<file path="src/rtl/fetch_ctrl.sv">
// Instruction fetch sequencer: issues word requests under a credit limit, pairs in-order responses
// with their PCs in a small buffer for decode, and squashes stale responses after a redirect.
module fetch_ctrl #(
  parameter int unsigned       AWIDTH   = 32,
  parameter int unsigned       DWIDTH   = 32,
  parameter logic [AWIDTH-1:0] BASEADDR = 32'h0100_0000,
  parameter int unsigned       DEPTH    = 2
) (
  input  logic              clk,
  input  logic              rst,
  output logic              mem_req_valid_o,
  input  logic              mem_req_ready_i,
  output logic [AWIDTH-1:0] mem_req_addr_o,
  input  logic              mem_rsp_valid_i,
  input  logic [DWIDTH-1:0] mem_rsp_data_i,
  output logic              insn_valid_o,
  input  logic              insn_ready_i,
  output logic [DWIDTH-1:0] insn_o,
  output logic [AWIDTH-1:0] pc_o,
  input  logic              redirect_valid_i,
  input  logic [AWIDTH-1:0] redirect_pc_i,
  input  logic              halt_i,
  output logic              misalign_o
);

  localparam int unsigned CW = $clog2(DEPTH + 1);
  localparam int unsigned SW = CW + 1;
  localparam int unsigned PW = (DEPTH > 1) ? $clog2(DEPTH) : 1;

  typedef enum logic [2:0] {StBoot, StRun, StHalt, StFlush, StErr} state_e;

  state_e            state_q, state_d;
  logic [AWIDTH-1:0] next_pc_q, next_pc_d;
  logic [CW-1:0]     infl_q, infl_d;
  logic [CW-1:0]     drop_q, drop_d;
  logic              misalign_q, misalign_d;

  logic [DWIDTH-1:0] buf_insn_q [DEPTH];
  logic [DWIDTH-1:0] buf_insn_d [DEPTH];
  logic [AWIDTH-1:0] buf_pc_q   [DEPTH];
  logic [AWIDTH-1:0] buf_pc_d   [DEPTH];
  logic [PW-1:0]     buf_head_q, buf_head_d, buf_tail_q, buf_tail_d;
  logic [CW-1:0]     buf_cnt_q, buf_cnt_d;

  logic [AWIDTH-1:0] pcq_q [DEPTH];
  logic [AWIDTH-1:0] pcq_d [DEPTH];
  logic [PW-1:0]     pcq_head_q, pcq_head_d, pcq_tail_q, pcq_tail_d;

  logic credit_ok, req_valid, hs, rsp, redir_ok, redir_bad, flush, buf_push, buf_pop;

  function automatic logic [PW-1:0] ptr_inc(input logic [PW-1:0] p);
    if (p == PW'(DEPTH - 1)) return '0;
    return p + PW'(1);
  endfunction

  // Credits count words owed by memory plus words buffered; no bypass of a same-cycle pop.
  assign credit_ok = (SW'(infl_q) + SW'(buf_cnt_q)) < SW'(DEPTH);
  assign req_valid = (state_q == StRun) && !halt_i && credit_ok;
  assign hs        = req_valid && mem_req_ready_i;
  // A response with nothing outstanding (e.g. a request from before reset) is ignored.
  assign rsp       = mem_rsp_valid_i && (infl_q != '0);
  assign redir_bad = redirect_valid_i && (redirect_pc_i[1:0] != 2'b00);
  assign redir_ok  = redirect_valid_i && !redir_bad && (state_q != StErr);
  assign flush     = redir_ok || redir_bad;
  assign buf_push  = rsp && (drop_q == '0) && (state_q != StErr) && !flush;
  assign buf_pop   = (buf_cnt_q != '0) && insn_ready_i && !flush;

  always_comb begin
    state_d    = state_q;
    next_pc_d  = next_pc_q;
    misalign_d = misalign_q | redir_bad;
    infl_d     = infl_q + CW'(hs) - CW'(rsp);
    drop_d     = drop_q;

    if (rsp && (drop_q != '0)) drop_d = drop_q - CW'(1);
    if (hs) next_pc_d = next_pc_q + AWIDTH'(4);
    // Everything still owed, including a request accepted this cycle, becomes stale.
    if (flush) begin
      drop_d = infl_d;
    end
    if (redir_ok) next_pc_d = redirect_pc_i;

    unique case (state_q)
      StBoot:  state_d = StRun;
      StRun: begin
        if (redir_ok)    state_d = (infl_d != '0) ? StFlush : StRun;
        else if (halt_i) state_d = StHalt;
      end
      StHalt: begin
        if (redir_ok)     state_d = (infl_d != '0) ? StFlush : StRun;
        else if (!halt_i) state_d = StRun;
      end
      StFlush: begin
        if (redir_ok)            state_d = (infl_d != '0) ? StFlush : StRun;
        else if (drop_d == '0)   state_d = StRun;
      end
      StErr:   state_d = StErr;
      default: state_d = StErr;
    endcase
    if (redir_bad) state_d = StErr;
  end

  always_comb begin
    buf_insn_d = buf_insn_q;
    buf_pc_d   = buf_pc_q;
    buf_head_d = buf_head_q;
    buf_tail_d = buf_tail_q;
    buf_cnt_d  = buf_cnt_q;
    pcq_d      = pcq_q;
    pcq_head_d = pcq_head_q;
    pcq_tail_d = pcq_tail_q;

    if (flush) begin
      buf_head_d = '0;
      buf_tail_d = '0;
      buf_cnt_d  = '0;
      pcq_head_d = '0;
      pcq_tail_d = '0;
    end else begin
      if (buf_push) begin
        buf_insn_d[buf_tail_q] = mem_rsp_data_i;
        buf_pc_d[buf_tail_q]   = pcq_q[pcq_head_q];
        buf_tail_d             = ptr_inc(buf_tail_q);
        pcq_head_d             = ptr_inc(pcq_head_q);
      end
      if (buf_pop) buf_head_d = ptr_inc(buf_head_q);
      buf_cnt_d = buf_cnt_q + CW'(buf_push) - CW'(buf_pop);
      if (hs) begin
        pcq_d[pcq_tail_q] = next_pc_q;
        pcq_tail_d        = ptr_inc(pcq_tail_q);
      end
    end
  end

  always_ff @(posedge clk) begin
    if (rst) begin
      state_q    <= StBoot;
      next_pc_q  <= BASEADDR;
      infl_q     <= '0;
      drop_q     <= '0;
      misalign_q <= 1'b0;
      buf_head_q <= '0;
      buf_tail_q <= '0;
      buf_cnt_q  <= '0;
      pcq_head_q <= '0;
      pcq_tail_q <= '0;
      for (int i = 0; i < int'(DEPTH); i++) begin
        buf_insn_q[i] <= '0;
        buf_pc_q[i]   <= '0;
        pcq_q[i]      <= '0;
      end
    end else begin
      state_q    <= state_d;
      next_pc_q  <= next_pc_d;
      infl_q     <= infl_d;
      drop_q     <= drop_d;
      misalign_q <= misalign_d;
      buf_head_q <= buf_head_d;
      buf_tail_q <= buf_tail_d;
      buf_cnt_q  <= buf_cnt_d;
      pcq_head_q <= pcq_head_d;
      pcq_tail_q <= pcq_tail_d;
      buf_insn_q <= buf_insn_d;
      buf_pc_q   <= buf_pc_d;
      pcq_q      <= pcq_d;
    end
  end

  assign mem_req_valid_o = req_valid;
  assign mem_req_addr_o  = next_pc_q;
  assign insn_valid_o    = (buf_cnt_q != '0);
  assign insn_o          = buf_insn_q[buf_head_q];
  assign pc_o            = buf_pc_q[buf_head_q];
  assign misalign_o      = misalign_q;

  a_no_overflow: assert property (@(posedge clk) disable iff (rst)
    !(buf_push && !buf_pop && (buf_cnt_q == CW'(DEPTH))));

endmodule

</file>
<file path="config.mk">
export PLATFORM = sky130hd
export DESIGN_NAME = fetch_ctrl
export DESIGN_NICKNAME = d
export VERILOG_FILES = /design/src/rtl/fetch_ctrl.sv
export SDC_FILE = /design/constraint.sdc
export NUM_CORES = 1
export LEC_CHECK = 0
export CAP_MARGIN = 5
export CORE_ASPECT_RATIO = 2
export CORE_UTILIZATION = 34
export CTS_BUF_LIST = sky130_fd_sc_hd__clkbuf_8
export CTS_CLUSTER_DIAMETER = 60
export DETAILED_ROUTE_END_ITERATION = 8
export PLACE_DENSITY_LB_ADDON = 0.25
export SYNTH_ARGS = -nofsm -noshare
export SYNTH_HDL_FRONTEND = slang
export SYNTH_SLANG_ARGS = --single-unit
export TNS_END_PERCENT = 50
</file>
<file path="constraint.sdc">
create_clock -name clk -period 3.3 [get_ports clk]
set_clock_uncertainty 0.05 [all_clocks]
set_input_delay 0.66 -clock clk [delete_from_list [all_inputs] [get_ports clk]]
set_output_delay 0.66 -clock clk [all_outputs]
set_load 0.005 [all_outputs]
</file>
**Word level (Yosys, flattened, before mapping)**

Index checks and enable logic that the tools add are counted.

- Flip-flop bits (word level): 238
- Input bits: 71
- Output and inout bits: 99
- Logic and storage cells: 134

- Add/subtract/negate cells: 11
- Magnitude comparators: 7
- Equality and inequality tests: 10
- Muxes and demuxes: 49
- Bitwise gates (word level): 6
- Reductions and logical operators: 34

Operators with widths:

| kind | number |
|---|---|
| $mux 32 | 13 |
| $bwmux 64 | 3 |
| $demux 32 s1 | 2 |
| $add 32x3->32 const B | 1 |
| $mux 3 | 7 |
| $mux 1 | 20 |
| $logic_and 1x1->1 | 15 |
| $ne 3x3->1 const B | 4 |
| $ne 4x4->1 const B | 3 |
| $pmux 3 s4 | 1 |
| $reduce_bool 2->1 | 6 |
| $ge 2x2->1 const B | 4 |
| $not 1->2 | 4 |
| $eq 3x2->1 const B | 2 |
| $mux 2 | 3 |
| $reduce_and 3->1 | 2 |
| $add 1x1->1 const B | 4 |
| $add 2x1->2 | 2 |
| $logic_not 2->1 | 2 |
| $lt 2x1->1 const B | 2 |
| $reduce_and 2->1 | 2 |
| $reduce_or 2->1 | 2 |
| $sub 2x1->2 | 2 |
| $add 2x2->3 | 1 |
| other kinds (8) | 10 |

**Logic depth before layout (Yosys ltp)**

Gate-level depths: netlist of run 1.

- Word-level depth: 12
- Gate-level depth with buffers: 14

**Worst setup path before layout of run 1**

No wires, ideal clock.

- Path type: register to register
- Start: register buf_cnt_q[0]
- End: register state_q[1]
- Library setup time: 0.117 ns
- Data arrival time: 2.581 ns
- Path slack: 0.552 ns
- Stages on the path, launching flop included: 15
- Buffers on the path: 1
- Cells stage by stage: dfxtp_1 -> and2_1 -> fa_1 -> nor2_1 -> and3_1 -> buf_2 -> inv_1 -> ha_1 -> inv_1 -> ha_1 -> xnor2_1 -> xnor2_1 -> o21ai_0 -> o311ai_0 -> a32o_1

- Cells in the longest elaborated chain, start to end: 10
- Elaborated cells between the ends (all ways): 16
- Classes of those cells: 3 x add/sub; 1 x order compare; 1 x eq/ne; 6 x mux; 5 x reduce/logical

RTL lines:

| what | RTL line | text |
|---|---|---|
| from (decl) | 43 | `logic [CW-1:0] buf_cnt_q, buf_cnt_d;` |
| from (signal assigned) | 160 | `buf_cnt_q <= buf_cnt_d;` |
| $add 2x2->3 * | 57 | `assign credit_ok = (SW'(infl_q) + SW'(buf_cnt_q)) < SW'(DEPTH);` |
| $lt 3x2->1 * | 57 |  |
| $logic_and 1x1->1 * | 58 | `assign req_valid = (state_q == StRun) && !halt_i && credit_ok;` |
| $logic_and 1x1->1 * | 59 | `assign hs = req_valid && mem_req_ready_i;` |
| $add 2x1->2 * | 72 | `infl_d = infl_q + CW'(hs) - CW'(rsp);` |
| $sub 2x1->2 * | 72 |  |
| $reduce_bool 2->1 or $mux 2 (tied branches) | - |  |
| $mux 2 or $logic_not 2->1 (tied branches) | - |  |
| $mux 3 (tied with other cells) | 94 | `if (redir_ok) state_d = (infl_d != '0) ? StFlush : StRun;` |
| $pmux 3 s4 or $reduce_and 3->1 (tied branches) | - |  |
| to (signal assigned) | 137 | `state_q <= StBoot;` |
| to (signal assigned) | 153 | `state_q <= state_d;` |
| to (decl) | 32 | `state_e state_q, state_d;` |

Every way passes the cells marked *; elsewhere a longest branch is shown, timed or not.
A chain may end at the register's enable or synchronous reset.

**Final worst setup path of run 1**

- Start: register infl_q[0]
- End: output port mem_req_valid_o

- Cells in the longest elaborated chain, start to end: 3

RTL lines:

| what | RTL line | text |
|---|---|---|
| from (decl) | 34 | `logic [CW-1:0] infl_q, infl_d;` |
| from (signal assigned) | 155 | `infl_q <= infl_d;` |
| $add 2x2->3 | 57 |  |
| $lt 3x2->1 | 57 |  |
| $logic_and 1x1->1 | 58 |  |
| to (decl) | 11 | `output logic mem_req_valid_o,` |

Every way passes these cells.

==> metrics.csv, run 1 <==
stage;metric;value;unit
grt;overall routing resource usage;18.4;%
power;Pleak;4.37;nW
grt;largest net degree at the start of global routing;107;
critical_path;Crit path max-delay family;simple AND/OR/NAND/NOR gates;
critical_path;crit path capture type;primary output;
grt;first-pass GRT wire length;43800;um
timing;final setup TNS;0;ns
die;I/O pins;170;
hold_path;HP Class;flip-flop to flip-flop;
die;die area;30400;sq um
timing;unrepaired setup endpoints after global routing;no;
grt;number of global-route vias before repair;8420;
run;max-cap violations;0;
power;Total Power;6.29;mW
critical_path;CP max FO;3;
clock_network;Worst-Skew Late Latency;0.55;ns
synthesis;commonest cells in the netlist;nand2_1 (272), dfxtp_1 (238), a21oi_1 (130);
timing;Slew HR;51.7;%
placement;HPWL Detailed;18800;um
die;std cell rows;88;
critical_path;Critical Path RT;2.59;ns
die;Core ar.;29100;sq um
grt;Overflow after GRT;0;
synthesis;Ys Warns;0;
synthesis;Post-Syn Instances;1177;
synthesis;EDFF count, synth;0;
placement;PortBufs;169;
clock_network;Reg clk slew, reported paths;0.06;ns
grt;antenna violations before repair;1;
critical_path;Critical Path Source Type;flip-flop;
critical_path;r2r startpoint;infl_q[0];
detailed_routing;DR iter-0 viols;415;
die;die height;246;um
status;status;completed;
die;Initial Util;34.7;%
clock_network;Clock Path Buffers;3;
hold_path;Min-Delay Endpoint;buf_insn_q[20];
synthesis;Async S/R FF share, synth;0;%
synthesis;Yosys top cell area share;47.2;%
clock_network;CTS tree;done;
finish;layout cells sized above 1;13.3;%
die;Die Wd;124;um
clock_network;CTS root buffer;clkbuf_8;
hold_path;worst hold start;buf_insn_q[20];
critical_path;CP arrival;2.45;ns
power;P per Cell Area;484;nW/um^2
hold_path;hold path depth;2;
finish;Area Growth Syn to Fin;28.6;%
synthesis;Unique masters post-synth;43;
synthesis;mean post-synth cell area;8.58;sq um
synthesis;flops & latches, synth;238;
critical_path;crit-path cells;and2_1 -> fa_1 -> or2_4 -> nor2_2 -> clkdlybuf4s50_1;
synthesis;largest cells by area after synthesis;dfxtp_1 (47%), nand2_1 (10%), mux2_2 (7.1%), a211oi_1 (6.5%), a21oi_1 (6.4%);
synthesis;Primary FF master, synth;dfxtp_1;
placement;Placed Area;12300;sq um
timing;Final Critical Period;3.16;ns
detailed_routing;vias;8567;
synthesis;most frequent cell after synthesis;nand2_1;
detailed_routing;vias per std cell;4.99;
critical_path;Worst Path Buf+Inv;1;
critical_path;r2r setup slk;0.46;ns
critical_path;slowest CP cell;clkdlybuf4s50_1;
timing;Slew Viols, Final;0;
finish;nets;1412;
clock_network;hold buffers post-CTS;0;
critical_path;worst flop-to-flop path endpoint;state_q[1];
synthesis;Mapped Nets;1255;
clock_network;Sink Count;238;
detailed_routing;WL per Instance;16.1;um
timing;measured slew at the worst slew-check pin;0.724;ns
clock_network;total CTS buffers;37;
placement;GPL Wtd Cong;0.825;
timing;Final Hold Fails;0;
critical_path;r2r worst-path depth;13;
timing;hold slack;0.399;ns
timing;final clock period utilization by the worst path;95.7;%
synthesis;post-synthesis sequential area ratio;47.2;%
synthesis;cell area after synthesis;10100;sq um
detailed_routing;post-route ant nets;0;
detailed_routing;Pre-Repair DR Iteration Count;4;
clock_network;Max H-tree Level;2;
timing;Final setup viols;0;
finish;final instance area;13000;sq um
detailed_routing;DRT Wirelength;27600;um
critical_path;slowest stage delay, CP;0.51;ns
power;worst ir drop on vdd;0.289;mV
detailed_routing;DRC;0;
timing;fmax;0.317;GHz
synthesis;Yosys top cell by area;dfxtp_1;
critical_path;critical path class;flip-flop to primary output;
layout make-up:
type                            count  area [sq um]
Inverter                            9          33.8
Multi-Input combinational cell    839          4940
Timing Repair Buffer              209          2130
Antenna cell                        1          2.50
Tap cell                          360           450
Clock inverter                     20          87.6
Sequential cell                   238          4770
Clock buffer                       41           564
Fill cell                        2925         16100
cells in the final DEF, fill, tap and decap left out, types with 2 or more instances in the layout:
cell / synthesis / routed
xor2_1: 27 / 27
clkdlybuf4s50_1: 0 / 168
clkinvlp_4: 0 / 2
a211oi_1: 87 / 87
nor4_4: 2 / 2
nor2_2: 3 / 2
or2_2: 5 / 4
xnor2_1: 10 / 10
buf_4: 0 / 29
ha_1: 6 / 6
dfxtp_1: 238 / 236
and3_1: 11 / 11
a211oi_2: 7 / 7
inv_1: 9 / 23
nor2_4: 0 / 2
nor4_1: 3 / 2
o21a_1: 2 / 2
a21oi_1: 130 / 130
o311ai_0: 2 / 2
clkbuf_8: 0 / 41
nand2_1: 272 / 272
clkinv_2: 0 / 4
nor3_1: 7 / 6
nand4_1: 15 / 15
mux2i_1: 33 / 33
buf_12: 0 / 11
mux2_2: 64 / 64
nor2_1: 111 / 110
o21ai_0: 6 / 6
and2_1: 4 / 4
nand3_1: 16 / 15
state kept, by name (all words and copies together) (netlist names):
name and count:
buf_insn_q 64, buf_pc_q 64, pcq_q 64, mem_req_addr_o 32
state_q 3, buf_cnt_q 2, drop_q 2, infl_q 2
buf_head_q 1, buf_tail_q 1, misalign_o 1, pcq_head_q 1
pcq_tail_q 1
per-layer routing:
metal  part of all wire (%)  GRT usage [%]
met1                     39           19.6
met3                    4.1           2.71
met2                     54           34.8
met5                      0              0
met4                    3.4           7.76
stage by stage:
stage,instances,setup WS [ns],util [%]
2_1_floorplan,1177,0.552,-
3_3_place_gp,1655,0.205,42.4
3_5_place_dp,1655,0.137,42.4
4_1_cts,1716,0.0151,44.6
5_1_grt,1717,0.0512,44.7
6_report,1717,0.142,44.7
worst reg2reg max path, stage by stage (launching register included):
cell and delay [ns]:
dfxtp_1 0.36, and2_1 0.16, fa_1 0.45, nor2_1 0.11, and3_1 0.18, inv_1 0.07
ha_1 0.27, inv_1 0.04, ha_1 0.18, xnor2_1 0.18, xnor2_1 0.14, o21ai_0 0.15
o311ai_0 0.16, a32o_1 0.23
power breakdown:
group,internal (mW),leakage [nW],total (mW),switching (mW)
Clock,1.13,0.385,2.29,1.16
Combinational,0.488,2.06,0.905,0.417
Sequential,2.99,1.92,3.09,0.105
Total,4.61,4.37,6.29,1.68
worst max path at each step:
stage | from | to | cells past startpoint
2_1_floorplan | buf_cnt_q[0] | state_q[1] | 14
3_3_place_gp | halt_i | state_q[1] | 12
3_5_place_dp | halt_i | state_q[1] | 12
4_1_cts | buf_cnt_q[0] | mem_req_valid_o | 5
5_1_grt | infl_q[0] | mem_req_valid_o | 5
6_report | infl_q[0] | mem_req_valid_o | 5
logic make-up (layout without fill, tap and decap cells):
group                      Yosys count  in the layout  synth area share (%)
other                                0              1                     0
adders and majority gates            7              7                 0.942
buffers and inverters              100            279                  4.16
xor gates and xnor gates            37             37                  3.21
muxes                               97             97                  10.4
DFF                                238            238                  47.2
and+or+nand+nor                    460            460                  19.4
AOI/OAI and AO/OA                  238            238                  14.7
what timing repair did:
| item | 4_1_cts | 5_1_grt |
|---|---|---|
| endpoints found under the setup margin | 1 | 1 |
| gates resized for setup | 1 | 1 |
| buffers inserted | 0 | 0 |
Note: power is estimated with default switching activity, not from simulation.
==> run 2: changes to the inputs <==
Settings changed: HOLD_SLACK_MARGIN set to 0.06.
==> results of run 2 <==
Final layout, timing and power as in run 1 (identical DEF).
